### config.mk
export PLATFORM = sky130hd
export DESIGN_NAME = mem_arbiter
export DESIGN_NICKNAME = d
export VERILOG_FILES = /design/src/rtl/mem_arbiter.sv
export SDC_FILE = /design/constraint.sdc
export NUM_CORES = 1
export LEC_CHECK = 0
export BUFFER_PORTS_ARGS = -buffer_cell sky130_fd_sc_hd__buf_2
export CAP_MARGIN = 40
export CORE_MARGIN = 3
export CORE_UTILIZATION = 49
export DETAILED_ROUTE_END_ITERATION = 16
export GPL_TIMING_DRIVEN = 0
export PLACE_DENSITY = 0.92
export SLEW_MARGIN = 25
export SYNTH_ARGS = -nofsm -noshare
export SYNTH_HDL_FRONTEND = slang
export SYNTH_SLANG_ARGS = --single-unit
export TNS_END_PERCENT = 100
### constraint.sdc
create_clock -name clk -period 5 [get_ports clk]
set_clock_uncertainty 0.1 [all_clocks]
set_input_delay 0.25 -clock clk [delete_from_list [all_inputs] [get_ports clk]]
set_output_delay 0.25 -clock clk [all_outputs]
set_load 0.03 [all_outputs]
### src/rtl/mem_arbiter.sv
// mem_arbiter: two-requester arbiter in front of a single-ported unified memory.
//
// An instruction-fetch port (if_*) and a load/store port (d_*) compete for one
// memory port (mem_*). Requests are level signals held until the matching done
// pulse. On a contest the port not granted last wins. Each transaction either
// completes on mem_ack or is aborted after TIMEOUT ack-free busy cycles, in which
// case done and err pulse together and the read-data registers keep their value.
//
// Ports
//   clk, reset                 clock, synchronous active-high reset
//   if_req/if_addr             fetch request and address
//   if_done/if_rdata           fetch completion pulse, fetched word (held)
//   d_req/d_we/d_addr/d_wdata/d_wmask   load/store request
//   d_done/d_rdata             load/store completion pulse, load data (held)
//   err                        abort pulse, coincident with the done pulse
//   mem_req/mem_we/mem_addr/mem_wdata/mem_wmask   registered memory request
//   mem_ack/mem_rdata          memory response
//   state_o                    FSM state for observation (0 IDLE, 1 BUSY_I, 2 BUSY_D)
//
// Handshake: a requester raises *_req with stable fields and keeps it high until
// its *_done pulse. Towards memory, mem_req and all mem_* fields stay constant
// from the grant edge until the edge on which mem_ack (or the timeout) is seen.

module mem_arbiter #(
   parameter int unsigned TIMEOUT = 255,
   parameter int unsigned AW      = 32
) (
   input  logic          clk,
   input  logic          reset,
   input  logic          if_req,
   input  logic [AW-1:0] if_addr,
   output logic          if_done,
   output logic [31:0]   if_rdata,
   input  logic          d_req,
   input  logic          d_we,
   input  logic [AW-1:0] d_addr,
   input  logic [31:0]   d_wdata,
   input  logic [3:0]    d_wmask,
   output logic          d_done,
   output logic [31:0]   d_rdata,
   output logic          err,
   output logic          mem_req,
   output logic          mem_we,
   output logic [AW-1:0] mem_addr,
   output logic [31:0]   mem_wdata,
   output logic [3:0]    mem_wmask,
   input  logic          mem_ack,
   input  logic [31:0]   mem_rdata,
   output logic [1:0]    state_o
);

   // Counter is at least 8 bits wide, wider only if TIMEOUT needs it.
   localparam int unsigned CW = ($clog2(TIMEOUT + 1) > 8) ? $clog2(TIMEOUT + 1) : 8;
   // Value held during the TIMEOUT-th ack-free busy cycle.
   localparam logic [CW-1:0] CNT_LAST = CW'(TIMEOUT - 1);

   typedef enum logic [1:0] {
      IDLE   = 2'd0,
      BUSY_I = 2'd1,
      BUSY_D = 2'd2
   } state_e;

   localparam logic GNT_I = 1'b0;
   localparam logic GNT_D = 1'b1;

   state_e          state_q, state_d;
   logic            last_gnt_q, last_gnt_d;
   logic [CW-1:0]   cnt_q, cnt_d;
   logic            mem_req_q, mem_req_d;
   logic            mem_we_q, mem_we_d;
   logic [AW-1:0]   mem_addr_q, mem_addr_d;
   logic [31:0]     mem_wdata_q, mem_wdata_d;
   logic [3:0]      mem_wmask_q, mem_wmask_d;
   logic            if_done_q, if_done_d;
   logic            d_done_q, d_done_d;
   logic            err_q, err_d;
   logic [31:0]     if_rdata_q, if_rdata_d;
   logic [31:0]     d_rdata_q, d_rdata_d;
   logic            pick_d;

   // D wins when it is the only requester, or on a contest when I went last.
   assign pick_d = d_req && (!if_req || (last_gnt_q == GNT_I));

   always_comb begin
      state_d     = state_q;
      last_gnt_d  = last_gnt_q;
      cnt_d       = cnt_q;
      mem_req_d   = mem_req_q;
      mem_we_d    = mem_we_q;
      mem_addr_d  = mem_addr_q;
      mem_wdata_d = mem_wdata_q;
      mem_wmask_d = mem_wmask_q;
      if_rdata_d  = if_rdata_q;
      d_rdata_d   = d_rdata_q;
      if_done_d   = 1'b0;
      d_done_d    = 1'b0;
      err_d       = 1'b0;

      case (state_q)
         IDLE: begin
            // mem_ack is not looked at here.
            if (pick_d) begin
               state_d     = BUSY_D;
               last_gnt_d  = GNT_D;
               cnt_d       = '0;
               mem_req_d   = 1'b1;
               mem_we_d    = d_we;
               mem_addr_d  = d_addr;
               mem_wdata_d = d_wdata;
               mem_wmask_d = d_wmask;
            end else if (if_req) begin
               state_d     = BUSY_I;
               last_gnt_d  = GNT_I;
               cnt_d       = '0;
               mem_req_d   = 1'b1;
               mem_we_d    = 1'b0;
               mem_addr_d  = if_addr;
               mem_wdata_d = '0;
               mem_wmask_d = '0;
            end
         end

         BUSY_I, BUSY_D: begin
            if (mem_ack) begin
               state_d   = IDLE;
               mem_req_d = 1'b0;
               if (state_q == BUSY_I) begin
                  if_rdata_d = mem_rdata;
                  if_done_d  = 1'b1;
               end else begin
                  // Stores leave the load-data register alone.
                  if (!mem_we_q) d_rdata_d = mem_rdata;
                  d_done_d = 1'b1;
               end
            end else if (cnt_q == CNT_LAST) begin
               state_d   = IDLE;
               mem_req_d = 1'b0;
               err_d     = 1'b1;
               if (state_q == BUSY_I) if_done_d = 1'b1;
               else                   d_done_d  = 1'b1;
            end else begin
               cnt_d = cnt_q + CW'(1);
            end
         end

         default: begin
            state_d   = IDLE;
            mem_req_d = 1'b0;
         end
      endcase
   end

   always_ff @(posedge clk) begin
      if (reset) begin
         state_q     <= IDLE;
         last_gnt_q  <= GNT_I;
         cnt_q       <= '0;
         mem_req_q   <= 1'b0;
         mem_we_q    <= 1'b0;
         mem_addr_q  <= '0;
         mem_wdata_q <= '0;
         mem_wmask_q <= '0;
         if_done_q   <= 1'b0;
         d_done_q    <= 1'b0;
         err_q       <= 1'b0;
         if_rdata_q  <= '0;
         d_rdata_q   <= '0;
      end else begin
         state_q     <= state_d;
         last_gnt_q  <= last_gnt_d;
         cnt_q       <= cnt_d;
         mem_req_q   <= mem_req_d;
         mem_we_q    <= mem_we_d;
         mem_addr_q  <= mem_addr_d;
         mem_wdata_q <= mem_wdata_d;
         mem_wmask_q <= mem_wmask_d;
         if_done_q   <= if_done_d;
         d_done_q    <= d_done_d;
         err_q       <= err_d;
         if_rdata_q  <= if_rdata_d;
         d_rdata_q   <= d_rdata_d;
      end
   end

   assign mem_req   = mem_req_q;
   assign mem_we    = mem_we_q;
   assign mem_addr  = mem_addr_q;
   assign mem_wdata = mem_wdata_q;
   assign mem_wmask = mem_wmask_q;
   assign if_done   = if_done_q;
   assign d_done    = d_done_q;
   assign err       = err_q;
   assign if_rdata  = if_rdata_q;
   assign d_rdata   = d_rdata_q;
   assign state_o   = state_q;

endmodule

# ---- Word-level counts from Yosys, hierarchy flattened
# Cells that the tools add are included.
# Widths: inputs -> output; s select.
dict set report totals {
  word_cells 70
  out_inout_bits 139
  in_bits 138
  ff_bits 148
}
dict set report op_classes {
  n_eq_ne 7
  bitwise 4
  n_mux 31
  n_reduce_logical 14
  n_addsub 1
}
# op count
set ops {}
lappend ops {{$mux 32} 4}
lappend ops {{$mux 8} 4}
lappend ops {{$pmux 8 s2} 1}
lappend ops {{$mux 1} 14}
lappend ops {{$add 8x1->8 const B} 1}
lappend ops {{$eq 8x8->1 const B} 1}
lappend ops {{$mux 2} 4}
lappend ops {{$mux 4} 2}
lappend ops {{$reduce_and 4->1} 2}
lappend ops {{$ne 3x3->1 const B} 2}
lappend ops {{$ne 2x2->1 const B} 2}
lappend ops {{$not 1->1} 4}
lappend ops {{$pmux 2 s2} 1}
lappend ops {{$reduce_and 2->1} 2}
lappend ops {{$reduce_bool 2->1} 2}
lappend ops {{$reduce_or 2->1} 2}
lappend ops {{$reduce_and 3->1} 1}
lappend ops {{$reduce_or 3->1} 1}
lappend ops {{$eq 2x1->1 const B} 1}
lappend ops {{$eq 2x2->1 const B} 1}
lappend ops {{$logic_not 2->1} 1}
lappend ops {{$pmux 1 s2} 1}
lappend ops {{$logic_and 1x1->1} 1}
lappend ops {{$logic_not 1->1} 1}
lappend ops {{$logic_or 1x1->1} 1}

# ---- Depth between registers and ports, before layout
# Gate-level depths: netlist of run 1.
dict set report depth {
  depth_word 5
  ltp_mapped 7
  mapped_depth_nobuf 6
}

# ---- Worst setup path after synthesis of run 1
# Ideal clock, no wire load.
dict set report synth_path {
  path_type {reg2reg}
  start {register state_q[0] (netlist: state_o[0])}
  end {register cnt_q[5]}
  setup_time_ns 0.074
  t_required_ns 4.826
  synth_period_minus_slack_ns 2.005
  slack_ns 2.995
  n_path_buf 0
  t_arrival_ns 1.831
  stages_incl_launch_ff 7
  cell_sequence {dfxtp_1 inv_1 ha_1 or3b_4 a211oi_4 a41oi_1 a31oi_1}
}
dict set report synth_between {
  elab_chain_cells 4
  elab_cells_between_ends 10
  cone_classes {eq/ne: 5; mux: 1; reduce/logical: 4}
}
# item line
set synth_rtl {}
lappend synth_rtl {{start, declared} 66} ;# state_e state_q, state_d;
lappend synth_rtl {{start signal, assigned} 169} ;# state_q <= state_d;
lappend synth_rtl {{$eq 2x1->1 / $eq 2x2->1 (equally long branches)} 99} ;# case (state_q)
lappend synth_rtl {{$reduce_or 2->1} 99}
lappend synth_rtl {{$ne 2x2->1 (no line) / $reduce_bool 2->1 (equally long branches)} n/a}
lappend synth_rtl {{$reduce_and 4->1 (no line)} n/a}
lappend synth_rtl {{end signal, assigned} 171} ;# cnt_q <= cnt_d;
lappend synth_rtl {{end, declared} 68} ;# logic [CW-1:0] cnt_q, cnt_d;
# Several ways; a longest one is shown, not always the timed one.
# A chain may end at the register's enable or synchronous reset.

# ---- Worst setup path after layout of run 1
dict set report layout_path {
  start {register state_q[0] (netlist: state_o[0])}
  end {register d_rdata_q[15] (netlist: d_rdata[15])}
}
dict set report layout_between {
  elab_chain_cells 3
  elab_cells_between_ends 5
  cone_classes {eq/ne: 2; bitwise: 1; reduce/logical: 2}
}
# item line
set layout_rtl {}
lappend layout_rtl {{$eq 2x1->1 / $eq 2x2->1 (equally long branches)} {99, 127}}
lappend layout_rtl {{$reduce_or 2->1 / $not 1->1 (equally long branches)} n/a}
lappend layout_rtl {{$reduce_and 4->1 (no line) *} n/a}
lappend layout_rtl {{end signal, assigned} 181} ;# d_rdata_q <= d_rdata_d;
lappend layout_rtl {{end, declared} 78} ;# logic [31:0] d_rdata_q, d_rdata_d;
# Every way passes the cells marked *; elsewhere a longest branch is shown, timed or not.

==> results of run 1 <==
synth_stat cells, drive strengths merged:
library cell | count | area [um2]
dfxtp | 148 | 2960
a311o | 1 | 10.0
and4 | 1 | 11.3
a31oi | 5 | 31.3
nand2b | 3 | 18.8
or3b | 1 | 11.3
nor2 | 74 | 278
a22oi | 37 | 278
a211oi | 33 | 260
o21ai | 6 | 30.0
a41oi | 1 | 8.76
and3 | 2 | 12.5
a21oi | 73 | 377
o22ai | 1 | 6.26
nor2b | 3 | 18.8
o32ai | 1 | 8.76
mux2i | 32 | 320
a211o | 1 | 8.76
nor4bb | 1 | 10.0
nor3 | 1 | 5.00
ha | 4 | 50.1
buf | 17 | 105
clkbuf | 35 | 131
inv | 4 | 15.0
o21a | 1 | 7.51
a21boi | 1 | 7.51
o21ba | 1 | 10.0
nand4bb | 1 | 11.3
and4b | 1 | 10.0
nor3b | 2 | 15.0
and2 | 3 | 18.8
nand2 | 136 | 510
a21o | 1 | 7.51
nand3 | 3 | 15.0
o31ai | 1 | 7.51
or2 | 1 | 6.26
kinds of logic after synthesis:
family	after synthesis
AND/OR/NAND/NOR	233
multiplexers	32
flip-flops	148
buffers and inverters	56
AO/OA/AOI/OAI	164
adder cells (fa/ha/maj)	4
how the worst min path moves through the flow:
| stage | to | from | cells after the start |
|---|---|---|---|
| after floorplan | d_rdata[0]$_SDFFE_PP0P_ | mem_rdata[0] | 2 |
| after global placement | d_rdata[1]$_SDFFE_PP0P_ | d_rdata[1]$_SDFFE_PP0P_ | 2 |
| after detailed placement | if_rdata[9]$_SDFFE_PP0P_ | if_rdata[9]$_SDFFE_PP0P_ | 2 |
| after CTS | mem_wmask[1]$_SDFFE_PP0P_ | d_wmask[1] | 3 |
| after global routing | mem_wmask[1]$_SDFFE_PP0P_ | d_wmask[1] | 3 |
| final | mem_wmask[1]$_SDFFE_PP0P_ | d_wmask[1] | 3 |
sequential cells by signal, summed over array words and instances, names as in the netlist:
name and flops:
d_rdata 32, if_rdata 32, mem_addr 32, mem_wdata 32
cnt_q 8, mem_wmask 4, state_o 2, d_done 1
err 1, if_done 1, last_gnt_q 1, mem_req 1
mem_we 1
layer usage:
layer  up-vias  wire length [um]
li1       2902                 -
met1      2888              7240
met2       447             10400
met3        92              1830
met4         0              1090
met5         -                 0
through the flow:
step / cell area (um2) / hold WS, ns / utilization [%] / worst slack [ns] / total power, uW
final: 8330 / 0.00779 / 75.8 / 2.82 / 3420
after floorplan: 5600 / 0.286 / - / 3.00 / 1870
after CTS: 8320 / 0.000755 / 75.7 / 2.97 / 3400
after detailed placement: 7150 / 0.343 / 65.1 / 2.99 / 2130
after global routing: 8330 / 0.0260 / 75.8 / 2.72 / 3550
after global placement: 7150 / 0.338 / 65.1 / 2.97 / 2120
power groups by stage:
stage                     Clock [uW]  Sequential (uW)  Combinational [uW]
after detailed placement           0             1360                 768
after CTS                       1260             1340                 807
after global routing            1320             1350                 883
after floorplan                    0             1570                 304
after global placement             0             1360                 756
final                           1250             1340                 825
final cells by class:
cell class	instances	area, um2
fill	731	2660
inverter	4	15.0
clock inverter	14	143
buffer	52	236
tap	140	175
timing repair buffer	334	1970
antenna	3	7.51
clock buffer	18	439
sequential	148	2960
multi-input combinational	433	2380
worst max-delay path, cell delays in order (launching register included):
cell and delay, ns:
dfxtp_1 0.35, inv_1 0.07, ha_1 0.35, nand4bb_1 0.13, clkbuf_1 0.23, clkbuf_1 0.48, nand2_1 0.17, a21oi_1 0.22
==> results.json, run 1 <==
{
  "run_status": "finished, final reports clean",
  "layout_common_cells": "buf_2, dfxtp_1, nand2_1",
  "layout_commonest_cell": "buf_2",
  "tritoncts": "built",
  "dieArea_um2": 12700,
  "antenna_left": 0,
  "finalSetupViolations": 0,
  "chipHeight_um": 113,
  "synth_xor_area_share_pct": 0,
  "via_count": 6329,
  "tightest_slew_ns": 0.635,
  "port_buffers": 275,
  "top_usage_layer": "met2",
  "grt_max_degree": 17,
  "slew_headroom_pct": 57.6,
  "synth-simple-area-share_pct": 17.0,
  "drc": 0,
  "cts_resized": 0,
  "start_kind": "register",
  "synth-compound-area-share_pct": 18.9,
  "p_int_uw": 2280,
  "grt_util_met3_pct": 8.07,
  "final_nets": 1132,
  "synth_warnings": 0,
  "first_global_vias": 6345,
  "p_per_area_nw_per_um2": 411,
  "fin_setup_tns_ns": 0,
  "grt_pass1_wl_um": 31800,
  "clk_latency_ns": 0.40,
  "core-area_um2": 11000,
  "htreeDepth": 4,
  "initial_utilization_pct": 50.9,
  "worst-path-max-fanout": 10,
  "arrival_ns": 2.40,
  "root_buffer": "clkbuf_16",
  "track_usage_pct": 31.2,
  "clockPowerShare_pct": 36.6,
  "netlist_instances": 637,
  "syn-cell-area_um2": 5600,
  "p_leak_uw": 0.00385,
  "area_growth_pct": 48.8,
  "fin_crit_sh_pct": 43.5,
  "min_period_ns": 2.18,
  "ys_types": 42,
  "routed_wl_um": 20500,
  "cts_setup_buffers": 0,
  "synth_top_family_by_area": "compound AO/OA/AOI/OAI gates",
  "finalHoldViolCount": 0,
  "hold_path.class": "input pin to register",
  "grtUsageMet2_pct": 55.3,
  "die_w_um": 113,
  "overflow": 0,
  "cap_violations": 0,
  "dp_cells": 1052,
  "crit_required_ns": 5.22,
  "synth_fp_nets": 779,
  "cts_made_buffers": 17,
  "fmax_ghz": 0.460,
  "synth.avg_cell_area_um2": 8.78,
  "ff2ff_path_depth": 7,
  "antenna_found_initial": 3,
  "ys_seq_area_share_pct": 53.0,
  "cp-endpoint": "d_rdata[15]$_SDFFE_PP0P_",
  "finalNonFillerCells": 1146,
  "ys_ff_latch": 148,
  "clock-sinks": 148,
  "rrSetupSlack_ns": 2.82,
  "hold_buffers": 59,
  "wl_per_cell_um": 17.9,
  "cp-end-kind": "register",
  "clk_transition_reported_paths_ns": 0.06,
  "ir_drop_uv": 272,
  "first_pass_iters": 6,
  "detailed_place_hpwl_um": 13100,
  "vias_per_cell": 5.52,
  "clockBufferDepth": 2,
  "synthAdderAreaFrac_pct": 0.894,
  "swShare_pct": 33.4,
  "synthMuxAreaShare_pct": 5.72,
  "power_switching_uw": 1140,
  "rows": 38,
  "drtIter0Drc": 772,
  "critPathKind": "register to register",
  "rsz0062_at_grt": "no",
  "r2r-end": "d_rdata[15]$_SDFFE_PP0P_",
  "ios": 277,
  "reg2reg_from": "state_o[0]$_SDFFE_PP0P_",
  "power_frac_comb_pct": 24.1,
  "grt_use_met1_pct": 33.2,
  "seqPwrFrac_pct": 39.3,
  "drive_above_1_share_pct": 32.6,
  "cp-startpoint": "state_o[0]$_SDFFE_PP0P_",
  "place_congestion": 0.911,
  "timing.final.max_slew_violations": 0
}
Power figures use the tool's default switching activity.
==> run 2: changes to the inputs <==
--- a/config.mk
+++ b/config.mk
@@ -5,13 +5,14 @@
 export SDC_FILE = /design/constraint.sdc
 export NUM_CORES = 1
 export LEC_CHECK = 0
+export ABC_AREA = 1
 export BUFFER_PORTS_ARGS = -buffer_cell sky130_fd_sc_hd__buf_2
 export CAP_MARGIN = 40
 export CORE_MARGIN = 3
-export CORE_UTILIZATION = 49
+export CORE_UTILIZATION = 46
 export DETAILED_ROUTE_END_ITERATION = 16
 export GPL_TIMING_DRIVEN = 0
-export PLACE_DENSITY = 0.92
+export PLACE_DENSITY = 0.87
 export SLEW_MARGIN = 25
 export SYNTH_ARGS = -nofsm -noshare
 export SYNTH_HDL_FRONTEND = slang
==> constraint.sdc (replaced) <==
create_clock -name clk -period 2.25 [get_ports clk]
set_clock_uncertainty 0.1 [all_clocks]
set_input_delay 0.1125 -clock clk [delete_from_list [all_inputs] [get_ports clk]]
set_output_delay 0.1125 -clock clk [all_outputs]
set_load 0.03 [all_outputs]
==> run 2 against run 1 <==
Hold slack improved by 0.054 ns. Maximum frequency increased by 1.0%. Synthesized cell count increased by 16%.
==> results.json, run 2 <==
{
  "synthAdderAreaFrac_pct": 0.897,
  "synth-compound-area-share_pct": 17.4,
  "tritoncts": "built",
  "cap_violations": 0,
  "multi_input_area_um2": 2320,
  "synth_area_leader_cell": "dfxtp_1",
  "first_global_vias": 7231,
  "htreeDepth": 4,
  "fillers": 722,
  "clk_latency_ns": 0.42,
  "cts_made_buffers": 17,
  "ys_types": 26,
  "core-area_um2": 11600,
  "antenna_found_initial": 1,
  "cp-end-kind": "register",
  "die_w_um": 116,
  "critPathKind": "register to register",
  "start_kind": "register",
  "track_usage_pct": 33.8,
  "yosysMostFrequentCell": "nand2_1",
  "grt_max_degree": 17,
  "first_pass_iters": 5,
  "ir_drop_uv": 581,
  "synth_top_family_by_area": "simple AND/OR/NAND/NOR gates",
  "wl_per_cell_um": 17.4,
  "clockBufferDepth": 2,
  "clk_transition_reported_paths_ns": 0.05,
  "final_nets": 1309,
  "dpl_cell_area_um2": 7130,
  "finalSetupViolations": 0,
  "synth_fp_nets": 879,
  "chipHeight_um": 116,
  "p_per_area_nw_per_um2": 867,
  "layout_common_cells": "buf_2, nand2_1, dfxtp_1",
  "clock-sinks": 148,
  "routed_wl_um": 23100,
  "timing.final.max_slew_violations": 0,
  "layout_commonest_cell": "buf_2",
  "synth-simple-area-share_pct": 22.8,
  "ys_seq_area_share_pct": 53.1,
  "drive_above_1_share_pct": 28.4,
  "finalHoldViolCount": 0,
  "crit_chain": "inv_1 > ha_1 > inv_2 > a21oi_4 > buf_2 > o21ai_0 > a31oi_1 > dlygate4sd3_1",
  "run_status": "finished, final reports clean",
  "synthTopCellsByArea": "dfxtp_1, nand2_1, nor2_1",
  "overflow": 0,
  "p_leak_uw": 0.00442,
  "grt_pass1_wl_um": 35600,
  "slew_headroom_pct": 65.1,
  "worst-path-max-fanout": 10,
  "synth_warnings": 0,
  "synth_top_area_share_pct": 53.1,
  "synthTopCellsByCount": "nand2_1, dfxtp_1, nor2_1",
  "synthMuxAreaShare_pct": 0,
  "async_flop_share_pct": 0,
  "synth_edf_count": 0,
  "hold_path.class": "input pin to register",
  "drtIter0Drc": 542,
  "rows": 39,
  "vias_per_cell": 5.45,
  "crit_required_ns": 2.50,
  "ys_ff_latch": 148,
  "place_congestion": 0.843,
  "cp_slowest_cell": "dlygate4sd3_1",
  "finish.instance_area_um2": 9070,
  "min_period_ns": 2.15,
  "fin_crit_sh_pct": 95.8,
  "drc": 0,
  "arrival_ns": 2.40,
  "synth.avg_cell_area_um2": 7.57,
  "area_growth_pct": 62.6,
  "synth_xor_area_share_pct": 0.157,
  "fmax_ghz": 0.464,
  "antenna_left": 0,
  "dieArea_um2": 13500,
  "root_buffer": "clkbuf_16",
  "initial_utilization_pct": 48.0,
  "via_count": 7215,
  "regArea_um2": 2960,
  "syn-cell-area_um2": 5580,
  "port_buffers": 275,
  "detailed_place_hpwl_um": 12500,
  "final_util_pct": 78.1,
  "ios": 277,
  "fin_setup_tns_ns": 0,
  "netlist_instances": 737,
  "max_stage_delay_ns": 0.59,
  "tightest_slew_ns": 0.524,
  "synth_flop_cell": "dfxtp_1"
}
==> run 2: worst max-delay path: cells and delay by family (launching register included) <==
family	cells	cell delay (ns)
buffers and inverters	4	0.99
AO/OA/AOI/OAI	3	0.49
flip-flops	1	0.32
adder cells (fa/ha/maj)	1	0.19
==> run 2: what timing repair did <==
action | 4_1_cts | 5_1_grt
gates resized for setup | 0 | 18
endpoints found under the setup margin | 0 | 56
setup buffers | 0 | 0
hold buffers | 136 | 0
endpoints found under the hold margin | 136 | 0
==> run 2: cell families after synthesis <==
logic type | after synthesis
compound gates | 182
xor+xnor | 1
fa+ha+maj | 4
buf+inv | 73
flops | 148
simple gates | 329
==> run 2: per-layer routing <==
layer | wire (um) | GRT usage, %
met1 | 7880 | 35.2
met2 | 11600 | 59.2
met3 | 2090 | 8.76
met4 | 1490 | 23.6
met5 | 0 | 0
==> run 2: through the flow <==
stage / cells / setup slack [ns] / total power, uW / hold WS (ns)
after floorplan: 737 / 0.345 / 4260 / 0.0918
after global placement: 1155 / 0.255 / 4820 / 0.226
after detailed placement: 1155 / 0.176 / 4860 / 0.231
after CTS: 1321 / 0.0332 / 7710 / 0.0475
after global routing: 1322 / -0.0189 / 8150 / 0.100
final: 1323 / 0.0956 / 7860 / 0.0618
==> run 2: power by group <==
group / switching (uW) / internal, uW / leakage (uW)
Clock: 1090 / 1560 / 0.000261
Combinational: 1380 / 749 / 0.00295
Sequential: 171 / 2910 / 0.00121
==> run 2: final timing paths <==
kind | from | endpoint | slack, ns | depth (start not counted)
max reg2reg | state_o[1]$_SDFFE_PP0P_ | mem_addr[8]$_SDFFE_PP0P_ | 0.1 | 8
max | state_o[1]$_SDFFE_PP0P_ | mem_addr[8]$_SDFFE_PP0P_ | 0.1 | 8
min | reset | cnt_q[0]$_SDFFE_PP0P_ | 0.06 | 4
min reg2reg | mem_wdata[18]$_SDFFE_PP0P_ | mem_wdata[18]$_SDFFE_PP0P_ | 0.37 | 2
==> run 2: final cells by class <==
| type | count | share of cell area (%) |
|---|---|---|
| well taps | 143 | 1.97 |
| repair buffers | 411 | 30.2 |
| diodes | 2 | 0.0552 |
| clock inverters | 9 | 0.897 |
| multi-input cells | 516 | 25.5 |
| plain buffers | 48 | 2.57 |
| inverters | 25 | 1.03 |
| flip-flops and latches | 148 | 32.7 |
| clock buffers | 21 | 5.08 |
